File: config.mk
export PLATFORM = sky130hd
export DESIGN_NAME = movement_command_rx_flat
export DESIGN_NICKNAME = d
export VERILOG_FILES = /design/src/rtl/movement_pkg.sv /design/src/rtl/movement_command_rx_if.sv /design/src/rtl/uart_rx_core.sv /design/src/rtl/movement_command_rx.sv /design/src/flat_wrapper.sv
export SDC_FILE = /design/constraint.sdc
export NUM_CORES = 1
export LEC_CHECK = 0
export BUFFER_PORTS_ARGS = -buffer_cell sky130_fd_sc_hd__buf_2
export CAP_MARGIN = 20
export CORE_UTILIZATION = 50
export DETAILED_ROUTE_END_ITERATION = 16
export PLACE_DENSITY = 0.69
export SYNTH_ARGS = -nofsm -noshare
export SYNTH_HDL_FRONTEND = slang
export SYNTH_SLANG_ARGS = --single-unit
File: constraint.sdc
create_clock -name clk -period 2.6 [get_ports clk]
set_input_delay 0 -clock clk [delete_from_list [all_inputs] [get_ports clk]]
set_output_delay 0 -clock clk [all_outputs]
set_load 0.03 [all_outputs]
File: src/rtl/movement_pkg.sv
// Shared definitions for the movement command path: movement codes (also used
// by the motor-side decoder), ASCII command letters and receiver state encoding.
package movement_pkg;

    typedef logic [3:0] mov_code_t;

    localparam mov_code_t MOV_STOP     = 4'h0;
    localparam mov_code_t MOV_FORWARD  = 4'h1;
    localparam mov_code_t MOV_BACKWARD = 4'h2;
    localparam mov_code_t MOV_LEFT     = 4'h3;
    localparam mov_code_t MOV_RIGHT    = 4'h4;
    localparam mov_code_t MOV_ROT_CW   = 4'h5;
    localparam mov_code_t MOV_ROT_CCW  = 4'h6;

    // Upper-case command letters; lower-case differs only in bit 5.
    localparam logic [7:0] ASCII_S  = 8'h53;
    localparam logic [7:0] ASCII_F  = 8'h46;
    localparam logic [7:0] ASCII_B  = 8'h42;
    localparam logic [7:0] ASCII_L  = 8'h4C;
    localparam logic [7:0] ASCII_R  = 8'h52;
    localparam logic [7:0] ASCII_C  = 8'h43;
    localparam logic [7:0] ASCII_W  = 8'h57;
    localparam logic [7:0] CASE_BIT = 8'h20;

    // Depth of the rx metastability synchroniser.
    localparam int SYNC_STAGES = 2;

    typedef enum logic [1:0] {
        RX_IDLE  = 2'd0,
        RX_START = 2'd1,
        RX_DATA  = 2'd2,
        RX_STOP  = 2'd3
    } rx_state_t;

    typedef struct packed {
        logic      hit;
        mov_code_t code;
    } decode_t;

    // Map a received byte to a movement code; hit=0 for anything that is
    // not a command letter in either case.
    function automatic decode_t decode_cmd(input logic [7:0] b);
        decode_t d;
        d.hit  = 1'b1;
        d.code = MOV_STOP;
        case (b)
            ASCII_S, ASCII_S | CASE_BIT: d.code = MOV_STOP;
            ASCII_F, ASCII_F | CASE_BIT: d.code = MOV_FORWARD;
            ASCII_B, ASCII_B | CASE_BIT: d.code = MOV_BACKWARD;
            ASCII_L, ASCII_L | CASE_BIT: d.code = MOV_LEFT;
            ASCII_R, ASCII_R | CASE_BIT: d.code = MOV_RIGHT;
            ASCII_C, ASCII_C | CASE_BIT: d.code = MOV_ROT_CW;
            ASCII_W, ASCII_W | CASE_BIT: d.code = MOV_ROT_CCW;
            default:                     d.hit  = 1'b0;
        endcase
        return d;
    endfunction

endpackage

File: src/rtl/movement_command_rx_if.sv
// Serial input and movement outputs of the command receiver.
// master: the side driving rx (link / test side); slave: the receiver itself.
interface movement_command_rx_if;
    import movement_pkg::*;

    logic      rx;
    mov_code_t movement_sel;
    logic      cmd_valid;
    logic      frame_err;
    logic      link_active;

    modport master (
        output rx,
        input  movement_sel,
        input  cmd_valid,
        input  frame_err,
        input  link_active
    );

    modport slave (
        input  rx,
        output movement_sel,
        output cmd_valid,
        output frame_err,
        output link_active
    );

endinterface

File: src/rtl/uart_rx_core.sv
// 8N1 UART receiver: rx synchroniser, bit-period counter, receive FSM and
// LSB-first shift register. data_valid / frame_err are registered 1-cycle pulses.
module uart_rx_core
    import movement_pkg::*;
#(
    parameter int CLKS_PER_BIT = 5208
) (
    input  logic       clk,
    input  logic       rst,
    input  logic       rx,
    output logic [7:0] data,
    output logic       data_valid,
    output logic       frame_err
);

    localparam int CNT_W = $clog2(CLKS_PER_BIT);
    localparam logic [CNT_W-1:0] CNT_HALF = CNT_W'(CLKS_PER_BIT / 2 - 1);
    localparam logic [CNT_W-1:0] CNT_FULL = CNT_W'(CLKS_PER_BIT - 1);

    logic [SYNC_STAGES-1:0] sync_reg;
    logic                   rx_sync;
    logic                   rx_prev_reg;

    rx_state_t              state_reg, state_next;
    logic [CNT_W-1:0]       cnt_reg, cnt_next;
    logic [2:0]             bit_idx_reg, bit_idx_next;
    logic [7:0]             shift_reg, shift_next;
    logic                   brk_reg, brk_next;
    logic                   data_valid_reg, data_valid_next;
    logic                   frame_err_reg, frame_err_next;

    assign rx_sync = sync_reg[SYNC_STAGES-1];

    // Synchroniser chain plus one extra stage for falling-edge detection;
    // everything resets to the idle-high level so reset never looks like a start bit.
    always_ff @(posedge clk) begin
        if (!rst) begin
            sync_reg    <= '1;
            rx_prev_reg <= 1'b1;
        end else begin
            sync_reg    <= {sync_reg[SYNC_STAGES-2:0], rx};
            rx_prev_reg <= rx_sync;
        end
    end

    // Receiver state register; reset drops any partially received byte.
    always_ff @(posedge clk) begin
        if (!rst) begin
            state_reg      <= RX_IDLE;
            cnt_reg        <= '0;
            bit_idx_reg    <= '0;
            shift_reg      <= '0;
            brk_reg        <= 1'b0;
            data_valid_reg <= 1'b0;
            frame_err_reg  <= 1'b0;
        end else begin
            state_reg      <= state_next;
            cnt_reg        <= cnt_next;
            bit_idx_reg    <= bit_idx_next;
            shift_reg      <= shift_next;
            brk_reg        <= brk_next;
            data_valid_reg <= data_valid_next;
            frame_err_reg  <= frame_err_next;
        end
    end

    // Next-state logic: centre-sample the start bit, then sample each data
    // bit and the stop bit one full bit period apart.
    always_comb begin
        state_next      = state_reg;
        cnt_next        = cnt_reg;
        bit_idx_next    = bit_idx_reg;
        shift_next      = shift_reg;
        brk_next        = brk_reg;
        data_valid_next = 1'b0;
        frame_err_next  = 1'b0;

        case (state_reg)
            RX_IDLE: begin
                if (rx_prev_reg && !rx_sync) begin
                    state_next = RX_START;
                    cnt_next   = '0;
                end
            end

            RX_START: begin
                if (cnt_reg == CNT_HALF) begin
                    if (!rx_sync) begin
                        state_next   = RX_DATA;
                        cnt_next     = '0;
                        bit_idx_next = '0;
                    end else begin
                        // Line went back high before mid start bit: a glitch.
                        state_next = RX_IDLE;
                    end
                end else begin
                    cnt_next = cnt_reg + CNT_W'(1);
                end
            end

            RX_DATA: begin
                if (cnt_reg == CNT_FULL) begin
                    shift_next   = {rx_sync, shift_reg[7:1]};
                    cnt_next     = '0;
                    bit_idx_next = bit_idx_reg + 3'd1;
                    if (bit_idx_reg == 3'd7) begin
                        state_next = RX_STOP;
                    end
                end else begin
                    cnt_next = cnt_reg + CNT_W'(1);
                end
            end

            RX_STOP: begin
                if (brk_reg) begin
                    // Bad stop bit seen: hold here until the line returns
                    // high so a break is not mistaken for a new start bit.
                    if (rx_sync) begin
                        brk_next   = 1'b0;
                        state_next = RX_IDLE;
                    end
                end else if (cnt_reg == CNT_FULL) begin
                    cnt_next = '0;
                    if (rx_sync) begin
                        data_valid_next = 1'b1;
                        state_next      = RX_IDLE;
                    end else begin
                        frame_err_next = 1'b1;
                        brk_next       = 1'b1;
                    end
                end else begin
                    cnt_next = cnt_reg + CNT_W'(1);
                end
            end

            default: state_next = RX_IDLE;
        endcase
    end

    assign data       = shift_reg;
    assign data_valid = data_valid_reg;
    assign frame_err  = frame_err_reg;

endmodule

File: src/rtl/movement_command_rx.sv
// Bluetooth command front end: UART receiver, command-letter decode and a
// link watchdog that forces STOP when valid commands stop arriving.
module movement_command_rx
    import movement_pkg::*;
#(
    parameter int CLKS_PER_BIT   = 5208,
    parameter int TIMEOUT_CYCLES = 25000000
) (
    input  logic                 clk,
    input  logic                 rst,
    movement_command_rx_if.slave bus
);

    localparam int WD_W = (TIMEOUT_CYCLES > 1) ? $clog2(TIMEOUT_CYCLES) : 1;
    localparam logic [WD_W-1:0] WD_LAST = WD_W'(TIMEOUT_CYCLES - 1);

    logic [7:0] rx_data;
    logic       rx_valid;
    logic       rx_ferr;
    decode_t    cmd;
    logic       accept;

    mov_code_t  movement_sel_reg;
    logic       cmd_valid_reg;
    logic       frame_err_reg;
    logic       link_active_reg;
    logic [WD_W-1:0] wd_cnt_reg;

    uart_rx_core #(
        .CLKS_PER_BIT (CLKS_PER_BIT)
    ) u_rx_core (
        .clk        (clk),
        .rst        (rst),
        .rx         (bus.rx),
        .data       (rx_data),
        .data_valid (rx_valid),
        .frame_err  (rx_ferr)
    );

    assign cmd    = decode_cmd(rx_data);
    assign accept = rx_valid && cmd.hit;

    // Command latch and watchdog. A command arriving on the expiry cycle
    // takes priority, so the link never drops while commands keep coming.
    always_ff @(posedge clk) begin
        if (!rst) begin
            movement_sel_reg <= MOV_STOP;
            cmd_valid_reg    <= 1'b0;
            frame_err_reg    <= 1'b0;
            link_active_reg  <= 1'b0;
            wd_cnt_reg       <= '0;
        end else begin
            cmd_valid_reg <= accept;
            frame_err_reg <= rx_ferr;
            if (accept) begin
                movement_sel_reg <= cmd.code;
                link_active_reg  <= 1'b1;
                wd_cnt_reg       <= '0;
            end else if (link_active_reg) begin
                if (wd_cnt_reg == WD_LAST) begin
                    movement_sel_reg <= MOV_STOP;
                    link_active_reg  <= 1'b0;
                end else begin
                    wd_cnt_reg <= wd_cnt_reg + WD_W'(1);
                end
            end
        end
    end

    assign bus.movement_sel = movement_sel_reg;
    assign bus.cmd_valid    = cmd_valid_reg;
    assign bus.frame_err    = frame_err_reg;
    assign bus.link_active  = link_active_reg;

endmodule

File: src/flat_wrapper.sv
// flat-port wrapper written by rule: the top's interface ports become plain ports
module movement_command_rx_flat import movement_pkg::*;
#(
    parameter int CLKS_PER_BIT   = 5208,
    parameter int TIMEOUT_CYCLES = 25000000
)
  (clk, rst, bus_rx, bus_movement_sel, bus_cmd_valid, bus_frame_err, bus_link_active);
  movement_command_rx_if bus_i ();
  input  logic clk;
  input  logic rst;
  input wire logic [$bits(bus_i.rx)-1:0] bus_rx;
  output wire logic [$bits(bus_i.movement_sel)-1:0] bus_movement_sel;
  output wire logic [$bits(bus_i.cmd_valid)-1:0] bus_cmd_valid;
  output wire logic [$bits(bus_i.frame_err)-1:0] bus_frame_err;
  output wire logic [$bits(bus_i.link_active)-1:0] bus_link_active;
  assign bus_i.rx = bus_rx;
  assign bus_movement_sel = bus_i.movement_sel;
  assign bus_cmd_valid = bus_i.cmd_valid;
  assign bus_frame_err = bus_i.frame_err;
  assign bus_link_active = bus_i.link_active;
  movement_command_rx #(.CLKS_PER_BIT(CLKS_PER_BIT), .TIMEOUT_CYCLES(TIMEOUT_CYCLES)) u_core (.clk(clk), .rst(rst), .bus(bus_i));
endmodule
Word-level counts from Yosys, hierarchy flattened --
Cells that the tools add are included.
Word-level totals: output and inout bits 7, input bits 3, register bits 64
Cells by class: reductions and logical operators 23, equal/unequal tests 29, muxes and demuxes 31, bitwise logic cells 4, add/sub/neg operators 3
Operators with widths (number):
- equality test 8 x 7 -> 1 bit (second input constant) | 14
- two-way mux 13 bit | 5
- case mux 13 bit (4 select lines) | 1
- adder 25 x 1 -> 25 bit (second input constant) | 1
- equality test 25 bit (second input constant) | 1
- case mux 3 bit (6 select lines) | 1
- two-way mux 2 bit | 8
- OR reduction 14 bit | 1
- OR reduction 2 bit | 7
- adder 13 x 1 -> 13 bit (second input constant) | 1
- equality test 13 x 12 -> 1 bit (second input constant) | 1
- equality test 13 bit (second input constant) | 1
- two-way mux 4 bit | 3
- inequality test 2 bit (second input constant) | 6
- two-way mux 3 bit | 3
- two-way mux 1 bit | 8
- case mux 2 bit (4 select lines) | 1
- inequality test 3 bit (second input constant) | 2
- case mux 3 bit (2 select lines) | 1
- AND reduction 2 bit | 3
- nonzero test 2 bit | 3
- AND reduction 5 bit | 1
- equality test 2 bit (second input constant) | 2
- NOT 1 bit | 4
- other kinds (10) | 11

Logic depth before layout (Yosys ltp) --
Gate-level depths: netlist of run 1.
word-level depth 6, mapped depth 8

Modules after synthesis --
From an unflattened synthesis of run 1, not the netlist that was laid out.
Unflattened totals: cell total of the unflattened synthesis 354, area total of the unflattened synthesis 3072.9 um^2
Modules (own cells, without submodules):
- movement_command_rx | times used 1, area an instance 1579.0 um^2, cells each 182
- uart_rx_core | times used 1, area an instance 1493.9 um^2, cells each 172

Worst setup path before layout of run 1 --
Ideal clock, no wire load.
path kind flip-flop to flip-flop, start point register u_core.wd_cnt_reg[17], end point register u_core.wd_cnt_reg[1], arrival 2057 ps, setup slack 416 ps, required time 2472 ps, cell stages (with the launch flop) 8, cell sequence dfxtp_1 > or4b_1 > or4_4 > o31ai_4 > buf_6 > buf_12 > mux2i_1 > nor2_2
On the way: cells in the longest elaborated chain, start to end 3
Ends and longest elaborated chain:
- start, declared | line movement_command_rx.sv:27 | logic [WD_W-1:0] wd_cnt_reg;
- start signal, assigned | line movement_command_rx.sv:64 | wd_cnt_reg <= wd_cnt_reg + WD_W'(1);
- equality test 25 bit | line movement_command_rx.sv:60 | if (wd_cnt_reg == WD_LAST) begin
- NOT 1 bit (no source line)
- AND reduction 2 bit (no source line)
Every way passes these cells. A chain may end at the register's enable or synchronous reset.

Final worst setup path of run 1 --
start point register u_core.wd_cnt_reg[17], end point register u_core.wd_cnt_reg[2]
Same word-level chain as after synthesis.

==> impl_metrics.sql, run 1 <==
INSERT INTO impl_metrics (metric_group, metric, value, unit) VALUES
('status', 'status', 'completed', ''),
('final_layout', 'stdcell_area', '3350', 'sq um'),
('placement', 'post_dp_cell_area', '3110', 'sq um'),
('synthesis', 'yosysUniqueCellTypes', '57', ''),
('timing', 'setup_violations', '0', ''),
('floorplanning', 'die_height', '79.5', 'microns'),
('worst_hold_path', 'whs_endpoint', 'u_core.u_rx_core.sync_reg[1]', ''),
('route', 'topRoutingLayerUsed', 'met4', ''),
('cts', 'cts-resized-gates', '0', ''),
('cts', 'cts.root.buffer_cell', 'sky130_fd_sc_hd__clkbuf_8', ''),
('route', 'route.detailed.wl_per_inst', '12.9', 'microns'),
('timing', 'final_worst_clock_skew', '0.00937', 'ns'),
('pwr', 'ir_drop', '365', 'uV'),
('setup_path', 'r2r_slack', '0.38', 'ns'),
('synthesis', 'yosys_warnings', '0', ''),
('floorplanning', 'design.die.area', '6330', 'sq um'),
('placement', 'dp_slack', '0.387', 'ns'),
('final_layout', 'largest_reg_flops', '25', ''),
('timing', 'period_needed', '2.22', 'ns'),
('cts', 'tritoncts', 'done', ''),
('setup_path', 'worst_r2r_path_depth', '6', ''),
('route', 'dr_wl_met3', '215', 'microns'),
('pwr', 'share_of_total_power_in_combinational_logic', '0.045', ''),
('final_layout', 'area_delta_synth_final', '11.5', '%'),
('cts', 'cts_clock_pin_slew_for_the_worst_setup_and_hold_paths', '0.07', 'ns'),
('floorplanning', 'num_rows', '27', ''),
('floorplanning', 'io_pins', '10', ''),
('floorplanning', 'initial_utilization', '0.533', ''),
('cts', 'max-clock-path-buffers', '2', ''),
('timing', 'final-hold-violation-count', '0', ''),
('route', 'detailedRoute.firstPassIterationCount', '4', ''),
('cts', 'cts.sinks', '63', ''),
('timing', 'fmax', '450', 'MHz'),
('floorplanning', 'die_width', '79.5', 'microns'),
('floorplanning', 'core', '5640', 'sq um'),
('route', 'drt_wl_total', '5760', 'microns'),
('pwr', 'powerDensity', '601', 'nW/um^2'),
('route', 'wl_met1', '2710', 'microns'),
('worst_hold_path', 'holdCritStartpoint', 'rst', ''),
('setup_path', 'worst_setup_path_start_kind', 'flop', ''),
('timing', 'worst_slack', '0.375', 'ns'),
('job', 'number_of_maximum_capacitance_constraint_violations', '0', ''),
('setup_path', 'critical_path.max_fanout', '8', ''),
('global_routing', 'grt_use_total', '0.204', ''),
('synthesis', 'syn_area_per_cell', '8.42', 'sq um'),
('placement', 'place.gp.congestion', '0.777', ''),
('pwr', 'cellInternalPower', '1.60', 'mW'),
('final_layout', 'final_core_utilization', '0.594', ''),
('route', 'drt_iter0_drc', '128', ''),
('final_layout', 'finalNonFillerCells', '448', ''),
('worst_hold_path', 'min-delay-path-class', 'input pin to flop', ''),
('global_routing', 'gr-total-overflow', '0', ''),
('global_routing', 'vias_in_the_first_global_route', '2289', ''),
('final_layout', 'drive_above_1_share', '0.106', ''),
('pwr', 'power_leakage', '1.12', 'nW'),
('synthesis', 'postSynth.asyncResetShare', '0', ''),
('placement', 'dp.final_hpwl', '3930', 'microns'),
('synthesis', 'syn-num-nets', '364', ''),
('pwr', 'p_sw_frac', '0.207', ''),
('route', 'detailroute.via_count', '2503', ''),
('setup_path', 'worst_setup_path_end_kind', 'flop', ''),
('final_layout', 'layout_commonest_cell', 'sky130_fd_sc_hd__dfxtp_1', ''),
('global_routing', 'grt_antenna_before_repair', '0', ''),
('setup_path', 'worstPathRequired', '2.83', 'ns'),
('timing', 'rsz_0062_raised_after_global_routing', 'false', ''),
('final_layout', 'antennaDiodeCount', '0', ''),
('timing', 'hold_slack', '0.0421', 'ns'),
('final_layout', 'most-common-layout-cells', 'sky130_fd_sc_hd__dfxtp_1, sky130_fd_sc_hd__nand2_1, sky130_fd_sc_hd__nor2_1', ''),
('timing', 'totalNegativeSetupSlack', '0', 'ns'),
('pwr', 'power.share.clock', '0.468', ''),
('synthesis', 'seq_cells_post_synth', '63', '');
layer usage:
| layer | global-route usage | vias to the layer above |
|---|---|---|
| met5 | 0 | - |
| met4 | 0.0618 | 0 |
| met3 | 0.0674 | 2 |
| li1 | - | 1296 |
| met2 | 0.350 | 35 |
| met1 | 0.240 | 1170 |
synth_stat cells, types with 6 or more instances:
| cell | number | area [sq um] |
|---|---|---|
| sky130_fd_sc_hd__nand3_1 | 15 | 75.1 |
| sky130_fd_sc_hd__nand2_1 | 48 | 180 |
| sky130_fd_sc_hd__a21oi_1 | 24 | 120 |
| sky130_fd_sc_hd__nor2_1 | 39 | 146 |
| sky130_fd_sc_hd__clkbuf_1 | 11 | 41.3 |
| sky130_fd_sc_hd__and4_1 | 7 | 61.3 |
| sky130_fd_sc_hd__nor3_1 | 15 | 75.1 |
| sky130_fd_sc_hd__xnor2_1 | 17 | 149 |
| sky130_fd_sc_hd__inv_1 | 8 | 30.0 |
| sky130_fd_sc_hd__dfxtp_1 | 63 | 1260 |
| sky130_fd_sc_hd__nand4_1 | 10 | 62.6 |
| sky130_fd_sc_hd__o21ai_1 | 7 | 35.0 |
| sky130_fd_sc_hd__xor2_1 | 6 | 52.6 |
area by class of cell:
cell class | count | area [sq um]
clock buffer | 13 | 159
clock inverter | 3 | 65.1
fill | 534 | 2290
inverter | 8 | 30.0
multi-input combinational | 271 | 1630
sequential | 63 | 1260
tap | 72 | 90.1
timing repair buffer | 18 | 115
power groups by stage:
stage / clock network (mW) / registers (mW) / logic (mW)
2_1_floorplan: 0 / 0.995 / 0.0702
3_3_place_gp: 0 / 1.00 / 0.0896
3_5_place_dp: 0 / 1.00 / 0.0908
4_1_cts: 0.969 / 0.981 / 0.0923
5_1_grt: 1.02 / 0.982 / 0.102
6_report: 0.942 / 0.981 / 0.0915
critical path, stage by stage (launching register included):
cell and delay, ns:
sky130_fd_sc_hd__dfxtp_1 0.36, sky130_fd_sc_hd__or4b_1 0.52, sky130_fd_sc_hd__or4_4 0.55, sky130_fd_sc_hd__o31ai_4 0.27
sky130_fd_sc_hd__buf_4 0.21, sky130_fd_sc_hd__nor3_1 0.05, sky130_fd_sc_hd__o21a_1 0.16
logic make-up after synthesis:
family	share of synthesized area
AND/OR/NAND/NOR	0.309
flip-flops	0.420
AO/OA/AOI/OAI	0.135
XOR/XNOR	0.0670
buffers and inverters	0.0379
adder cells (fa/ha/maj)	0.0167
multiplexers	0.0133
other	0.00125
how the worst max path moves through the flow:
stage / slack [ns] / end / depth (start not counted) / start
global placement: 0.41 / u_core.wd_cnt_reg[2] / 6 / u_core.wd_cnt_reg[17]
global route: 0.27 / u_core.wd_cnt_reg[2] / 6 / u_core.wd_cnt_reg[6]
detailed placement: 0.39 / u_core.wd_cnt_reg[2] / 6 / u_core.wd_cnt_reg[17]
floorplan: 0.42 / u_core.wd_cnt_reg[1] / 7 / u_core.wd_cnt_reg[17]
finish: 0.38 / u_core.wd_cnt_reg[2] / 6 / u_core.wd_cnt_reg[17]
CTS: 0.37 / u_core.wd_cnt_reg[2] / 6 / u_core.wd_cnt_reg[17]
what timing repair did:
item	in CTS	in global routing
hold buffers	1	0
hold endpoints to repair	1	0
setup buffers	0	0
(Power assumes the default switching activity.)
==> run 2, diff against run 1 <==
--- a/config.mk
+++ b/config.mk
@@ -7,9 +7,9 @@
 export LEC_CHECK = 0
 export BUFFER_PORTS_ARGS = -buffer_cell sky130_fd_sc_hd__buf_2
 export CAP_MARGIN = 20
-export CORE_UTILIZATION = 50
+export CORE_UTILIZATION = 45
 export DETAILED_ROUTE_END_ITERATION = 16
-export PLACE_DENSITY = 0.69
+export PLACE_DENSITY = 0.64
 export SYNTH_ARGS = -nofsm -noshare
 export SYNTH_HDL_FRONTEND = slang
 export SYNTH_SLANG_ARGS = --single-unit
==> constraint.sdc (replaced) <==
create_clock -name clk -period 2.5 [get_ports clk]
set_input_delay 0 -clock clk [delete_from_list [all_inputs] [get_ports clk]]
set_output_delay 0 -clock clk [all_outputs]
set_load 0.03 [all_outputs]
==> run 2 against run 1 <==
Net effect:
- critical path depth unchanged
- setup slack worse by 0.10 ns
- wire length increased by 1.5%
- global-route usage shrank 2.5 points
- cell count rose by 1.1%
- die area grew 11%
- sequential share of layout area about the same
==> impl_metrics.sql, run 2 (synthesis gave the netlist of run 1 again) <==
INSERT INTO impl_metrics (metric_group, metric, value, unit) VALUES
('cts', 'cts-resized-gates', '0', ''),
('floorplanning', 'io_pins', '10', ''),
('final_layout', 'ff_latch_area', '1260', 'sq um'),
('global_routing', 'grt_start_max_net_pins', '25', ''),
('setup_path', 'worst_setup_path_end_kind', 'flop', ''),
('global_routing', 'grt_use_total', '0.180', ''),
('cts', 'cts_hold_fix_bufs', '1', ''),
('floorplanning', 'die_width', '83.7', 'microns'),
('timing', 'final-hold-violation-count', '0', ''),
('setup_path', 'worstPathRequired', '2.74', 'ns'),
('cts', 'tritoncts', 'done', ''),
('route', 'wl_met1', '2950', 'microns'),
('final_layout', 'most-common-layout-cells', 'sky130_fd_sc_hd__dfxtp_1, sky130_fd_sc_hd__nand2_1, sky130_fd_sc_hd__nor2_1', ''),
('route', 'vias_per_cell', '5.58', ''),
('timing', 'rsz_0062_raised_after_global_routing', 'false', ''),
('pwr', 'power_leakage', '1.12', 'nW'),
('final_layout', 'drive_above_1_share', '0.112', ''),
('route', 'detailedRoute.firstPassIterationCount', '5', ''),
('timing', 'totalNegativeSetupSlack', '0', 'ns'),
('final_layout', 'multi_input_area', '1630', 'sq um'),
('floorplanning', 'num_rows', '29', ''),
('final_layout', 'layout_commonest_cell', 'sky130_fd_sc_hd__dfxtp_1', ''),
('route', 'remaining_drc_errors', '0', ''),
('job', 'number_of_maximum_capacitance_constraint_violations', '0', ''),
('pwr', 'power', '2.10', 'mW'),
('route', 'topRoutingLayerUsed', 'met4', ''),
('setup_path', 'critical_path.max_fanout', '8', ''),
('timing', 'final_worst_clock_skew', '0.0146', 'ns'),
('route', 'routed_length_on_met2', '2580', 'microns'),
('cts', 'worstSkewPairLatency', '0.34', 'ns'),
('final_layout', 'area_delta_synth_final', '11.6', '%'),
('global_routing', 'vias_in_the_first_global_route', '2257', ''),
('cts', 'max-clock-path-buffers', '2', ''),
('timing', 'setup_violations', '0', ''),
('final_layout', 'largest_reg_flops', '25', ''),
('cts', 'cts.sinks', '63', ''),
('setup_path', 'critical_path_slowest_stage_cell', 'sky130_fd_sc_hd__or4_4', ''),
('final_layout', 'fillerInstances', '608', ''),
('route', 'postRouteAntennaNets', '0', ''),
('worst_hold_path', 'min-delay-path-class', 'input pin to flop', ''),
('setup_path', 'worstPathCellList', 'or4b_1 > or4_4 > o31ai_4 > buf_4 > nor3_1 > o21a_1', ''),
('final_layout', 'final_nets', '378', ''),
('setup_path', 'crit_type', 'flop to flop', ''),
('setup_path', 'critPathArrivalTime', '2.47', 'ns'),
('timing', 'period_needed', '2.23', 'ns'),
('pwr', 'ir_drop', '444', 'uV'),
('cts', 'cts.repair_timing.setup_buffer_count', '0', ''),
('global_routing', 'grt_antenna_before_repair', '0', ''),
('floorplanning', 'core', '6390', 'sq um'),
('setup_path', 'path_delay_family', 'simple AND/OR/NAND/NOR gates', ''),
('timing', 'fmax', '449', 'MHz'),
('final_layout', 'antennaDiodeCount', '0', ''),
('setup_path', 'worst-path-buf-inv', '1', ''),
('floorplanning', 'die_height', '83.7', 'microns'),
('status', 'status', 'completed', ''),
('route', 'detailroute.via_count', '2529', ''),
('setup_path', 'critical_path.max_stage_delay', '0.55', 'ns'),
('placement', 'number_of_buffer_cells_added_on_primary_ports', '8', ''),
('global_routing', 'grt_first_pass_wirelength', '10200', 'microns'),
('placement', 'dp.final_hpwl', '3960', 'microns'),
('setup_path', 'worst_setup_path_start_kind', 'flop', ''),
('cts', 'cts_clock_pin_slew_for_the_worst_setup_and_hold_paths', '0.07', 'ns'),
('floorplanning', 'initial_utilization', '0.471', ''),
('route', 'dr_wl_met3', '239', 'microns'),
('cts', 'cts.root.buffer_cell', 'sky130_fd_sc_hd__clkbuf_8', ''),
('floorplanning', 'design.die.area', '7010', 'sq um'),
('pwr', 'powerDensity', '626', 'nW/um^2'),
('cts', 'cts_buffers', '9', ''),
('route', 'drt_iter0_drc', '89', ''),
('route', 'route.detailed.wl_per_inst', '12.9', 'microns'),
('cts', 'cts.htree.levels', '3', ''),
('global_routing', 'gr-total-overflow', '0', ''),
('timing', 'post-route-period-util', '0.890', ''),
('timing', 'final_max_slew_viol_count', '0', ''),
('route', 'drt_wl_total', '5850', 'microns'),
('placement', 'place.gp.congestion', '0.791', '');
## run 2: worst paths after layout
| kind | depth (start not counted) | endpoint | start | slack, ns |
|---|---|---|---|---|
| worst max-delay path | 6 | u_core.wd_cnt_reg[2] | u_core.wd_cnt_reg[17] | 0.27 |
| worst min-delay path | 2 | u_core.u_rx_core.sync_reg[1] | rst | 0.04 |
| worst max register to register | 6 | u_core.wd_cnt_reg[2] | u_core.wd_cnt_reg[17] | 0.27 |
| worst min register to register | 1 | u_core.u_rx_core.sync_reg[1] | u_core.u_rx_core.sync_reg[0] | 0.41 |
## run 2: cell type report
class                      instances  area share
clock buffer                      10      0.0410
clock inverter                     6      0.0250
inverter                           8     0.00895
multi-input combinational        271       0.486
sequential                        63       0.376
tap                               77      0.0287
timing repair buffer              18      0.0343
## run 2: per-stage QoR
step / util / setup WS, ns / std cells / hold WS, ns / area, sq um
after floorplan: - / 0.316 / 357 / 0.101 / 3010
after global placement: 0.488 / 0.304 / 435 / 0.182 / 3120
after detailed placement: 0.488 / 0.267 / 435 / 0.185 / 3120
after CTS: 0.524 / 0.267 / 452 / 0.0191 / 3350
after global routing: 0.525 / 0.163 / 453 / 0.0370 / 3350
final: 0.525 / 0.274 / 453 / 0.0418 / 3350
## run 2: per-layer routing
layer	up-vias	global-route usage
met5	-	0
met4	0	0.0632
li1	1309	-
met2	49	0.282
met1	1167	0.231
met3	4	0.0593
## run 2: where the power goes
part,switching [mW],internal (mW),leakage (nW)
combinational,0.0610,0.0357,0.500
clock,0.399,0.585,0.116
sequential,0.0107,1.01,0.508
==> run 3, diff against run 2 <==
--- a/config.mk
+++ b/config.mk
@@ -9,7 +9,7 @@
 export CAP_MARGIN = 20
 export CORE_UTILIZATION = 45
 export DETAILED_ROUTE_END_ITERATION = 16
-export PLACE_DENSITY = 0.64
+export PLACE_DENSITY = 0.68
 export SYNTH_ARGS = -nofsm -noshare
 export SYNTH_HDL_FRONTEND = slang
 export SYNTH_SLANG_ARGS = --single-unit
==> run 3 against run 2 <==
Net effect:
- sequential power barely moved
- via count fell by 1.7%
- non-clock buffer count rose by 3
- clock power rose by 1%
- worst hold slack got worse by 0.0070 ns
- wire length fell by 1.4%
- critical path depth did not move
- register-to-register slack got worse by 0.10 ns
- global-route usage barely moved
- sequential share of layout area fell by 0.31 points
- count of clock-buffer cells in the layout rose by 3
- critical path type unchanged
- critical endpoint is now u_core.wd_cnt_reg[1]
- largest cell class unchanged
==> impl_metrics.sql, run 3 (synthesis gave the netlist of run 1 again) <==
INSERT INTO impl_metrics (metric_group, metric, value, unit) VALUES
('status', 'status', 'completed', ''),
('route', 'detailedRoute.firstPassIterationCount', '4', ''),
('timing', 'fmax', '429', 'MHz'),
('pwr', 'ir_drop', '350', 'uV'),
('route', 'drt_wl_total', '5770', 'microns'),
('setup_path', 'critical_path.max_stage_delay', '0.55', 'ns'),
('global_routing', 'grt_use_total', '0.180', ''),
('setup_path', 'path_delay_family', 'simple AND/OR/NAND/NOR gates', ''),
('route', 'route.detailed.wl_per_inst', '12.6', 'microns'),
('setup_path', 'crit_type', 'flop to flop', ''),
('setup_path', 'worst_setup_path_end_kind', 'flop', ''),
('final_layout', 'layout_commonest_cell', 'sky130_fd_sc_hd__dfxtp_1', ''),
('placement', 'number_of_buffer_cells_added_on_primary_ports', '8', ''),
('timing', 'final-hold-violation-count', '0', ''),
('route', 'vias_per_cell', '5.45', ''),
('route', 'remaining_drc_errors', '0', ''),
('setup_path', 'worstPathCellList', 'or4_1 > or4_4 > o31ai_4 > buf_4 > mux2i_1 > nor2_2', ''),
('pwr', 'power_leakage', '1.14', 'nW'),
('placement', 'place.gp.congestion', '0.785', ''),
('final_layout', 'final_nets', '381', ''),
('timing', 'post-route-period-util', '0.932', ''),
('final_layout', 'most-common-layout-cells', 'sky130_fd_sc_hd__dfxtp_1, sky130_fd_sc_hd__nand2_1, sky130_fd_sc_hd__nor2_1', ''),
('cts', 'cts_clock_pin_slew_for_the_worst_setup_and_hold_paths', '0.07', 'ns'),
('timing', 'rsz_0062_raised_after_global_routing', 'false', ''),
('setup_path', 'critical_path.max_fanout', '8', ''),
('final_layout', 'final_core_utilization', '0.530', ''),
('final_layout', 'multi_input_area', '1630', 'sq um'),
('route', 'detailroute.via_count', '2487', ''),
('final_layout', 'ff_latch_area', '1260', 'sq um'),
('cts', 'tritoncts', 'done', ''),
('floorplanning', 'num_rows', '29', ''),
('global_routing', 'grt_first_pass_wirelength', '10200', 'microns'),
('cts', 'cts_buffers', '9', ''),
('final_layout', 'drive_above_1_share', '0.113', ''),
('floorplanning', 'core', '6390', 'sq um'),
('floorplanning', 'initial_utilization', '0.471', ''),
('floorplanning', 'die_width', '83.7', 'microns'),
('floorplanning', 'die_height', '83.7', 'microns'),
('cts', 'worstSkewPairLatency', '0.34', 'ns'),
('global_routing', 'grt_use_met2', '0.282', ''),
('final_layout', 'largest_reg_flops', '25', ''),
('final_layout', 'fillerInstances', '582', ''),
('route', 'postRouteAntennaNets', '0', ''),
('route', 'drt_iter0_drc', '138', ''),
('setup_path', 'critical_path_slowest_stage_cell', 'sky130_fd_sc_hd__or4_1', ''),
('placement', 'dp.final_hpwl', '3870', 'microns'),
('global_routing', 'grt_most_used_layer', 'met2', ''),
('global_routing', 'groute.layer.met3.usage', '0.0534', ''),
('global_routing', 'globalRouteMet1Util', '0.225', ''),
('cts', 'max-clock-path-buffers', '2', ''),
('floorplanning', 'io_pins', '10', ''),
('cts', 'cts.root.buffer_cell', 'sky130_fd_sc_hd__clkbuf_8', ''),
('setup_path', 'worst_setup_path_start_kind', 'flop', ''),
('timing', 'setup_violations', '0', ''),
('floorplanning', 'design.die.area', '7010', 'sq um'),
('worst_hold_path', 'min-delay-path-class', 'input pin to flop', ''),
('cts', 'cts-resized-gates', '0', ''),
('global_routing', 'grt_antenna_before_repair', '0', ''),
('cts', 'cts.sinks', '63', ''),
('global_routing', 'vias_in_the_first_global_route', '2287', ''),
('final_layout', 'area_delta_synth_final', '12.5', '%'),
('timing', 'normalized_max_slew_margin', '0.265', ''),
('timing', 'final_max_slew_viol_count', '0', ''),
('timing', 'totalNegativeSetupSlack', '0', 'ns'),
('setup_path', 'critPathArrivalTime', '2.56', 'ns'),
('global_routing', 'gr-total-overflow', '0', ''),
('pwr', 'powerDensity', '626', 'nW/um^2'),
('cts', 'cts.htree.levels', '3', ''),
('timing', 'period_needed', '2.33', 'ns'),
('job', 'number_of_maximum_capacitance_constraint_violations', '0', ''),
('final_layout', 'antennaDiodeCount', '0', ''),
('setup_path', 'worstPathRequired', '2.73', 'ns'),
('timing', 'final_worst_clock_skew', '0.00861', 'ns'),
('setup_path', 'worst-path-buf-inv', '1', ''),
('timing', 'max_slew.worst_pin.slew', '1.09', 'ns'),
('global_routing', 'grt_start_max_net_pins', '25', '');
run 3: changes by cell type in the layout (fill, tap and decap cells not counted), sizes merged:
cell | before | now
clkinv | 4 | 1
clkbuf | 10 | 13
buf | 17 | 20
run 3: routing by layer:
layer	vias up	routed length [microns]	share of wire
li1	1305	-	-
met1	1144	2940	0.51
met2	29	2560	0.44
met3	9	160	0.028
met4	0	106	0.018
met5	-	0	0
run 3: report_power, final:
part           internal [mW]  switching [mW]
Sequential              1.01          0.0111
Combinational         0.0358          0.0615
Clock                  0.615           0.382
Total                   1.66           0.455
run 3: timing repair:
item / CTS / global route
endpoints found under the hold margin: 1 / 0
setup buffers: 0 / 2
hold buffers: 1 / 0
setup endpoints to repair: 0 / 1
run 3: final timing paths:
kind / startpoint / to / slack (ns) / cells past startpoint
worst max-delay path: u_core.wd_cnt_reg[6] / u_core.wd_cnt_reg[1] / 0.17 / 6
worst min-delay path: rst / u_core.u_rx_core.sync_reg[0] / 0.03 / 2
worst max register to register: u_core.wd_cnt_reg[6] / u_core.wd_cnt_reg[1] / 0.17 / 6
worst min register to register: u_core.u_rx_core.sync_reg[0] / u_core.u_rx_core.sync_reg[1] / 0.42 / 1
run 3: through the flow:
step	cell area [sq um]	setup slack (ns)	total power, mW	std cells	hold WS (ns)
6_report	3380	0.170	2.12	456	0.0348
5_1_grt	3380	0.0532	2.20	456	0.0412
4_1_cts	3370	0.106	2.14	454	0.0425
3_5_place_dp	3130	0.117	1.14	437	0.186
3_3_place_gp	3130	0.171	1.14	437	0.180
2_1_floorplan	3010	0.316	1.11	357	0.101
run 3: worst register-to-register path, cell delays in order, from the launching register on:
cell,delay [ns]
sky130_fd_sc_hd__dfxtp_1,0.36
sky130_fd_sc_hd__or4_1,0.55
sky130_fd_sc_hd__or4_4,0.51
sky130_fd_sc_hd__o31ai_4,0.36
sky130_fd_sc_hd__buf_4,0.19
sky130_fd_sc_hd__mux2i_1,0.20
sky130_fd_sc_hd__nor2_2,0.04
run 3: layout make-up:
class | instances | area share
repair buffers | 21 | 0.0414
clock inverters | 3 | 0.0192
flip-flops and latches | 63 | 0.373
clock buffers | 13 | 0.0470
multi-input cells | 271 | 0.482
inverters | 8 | 0.00888
well taps | 77 | 0.0285
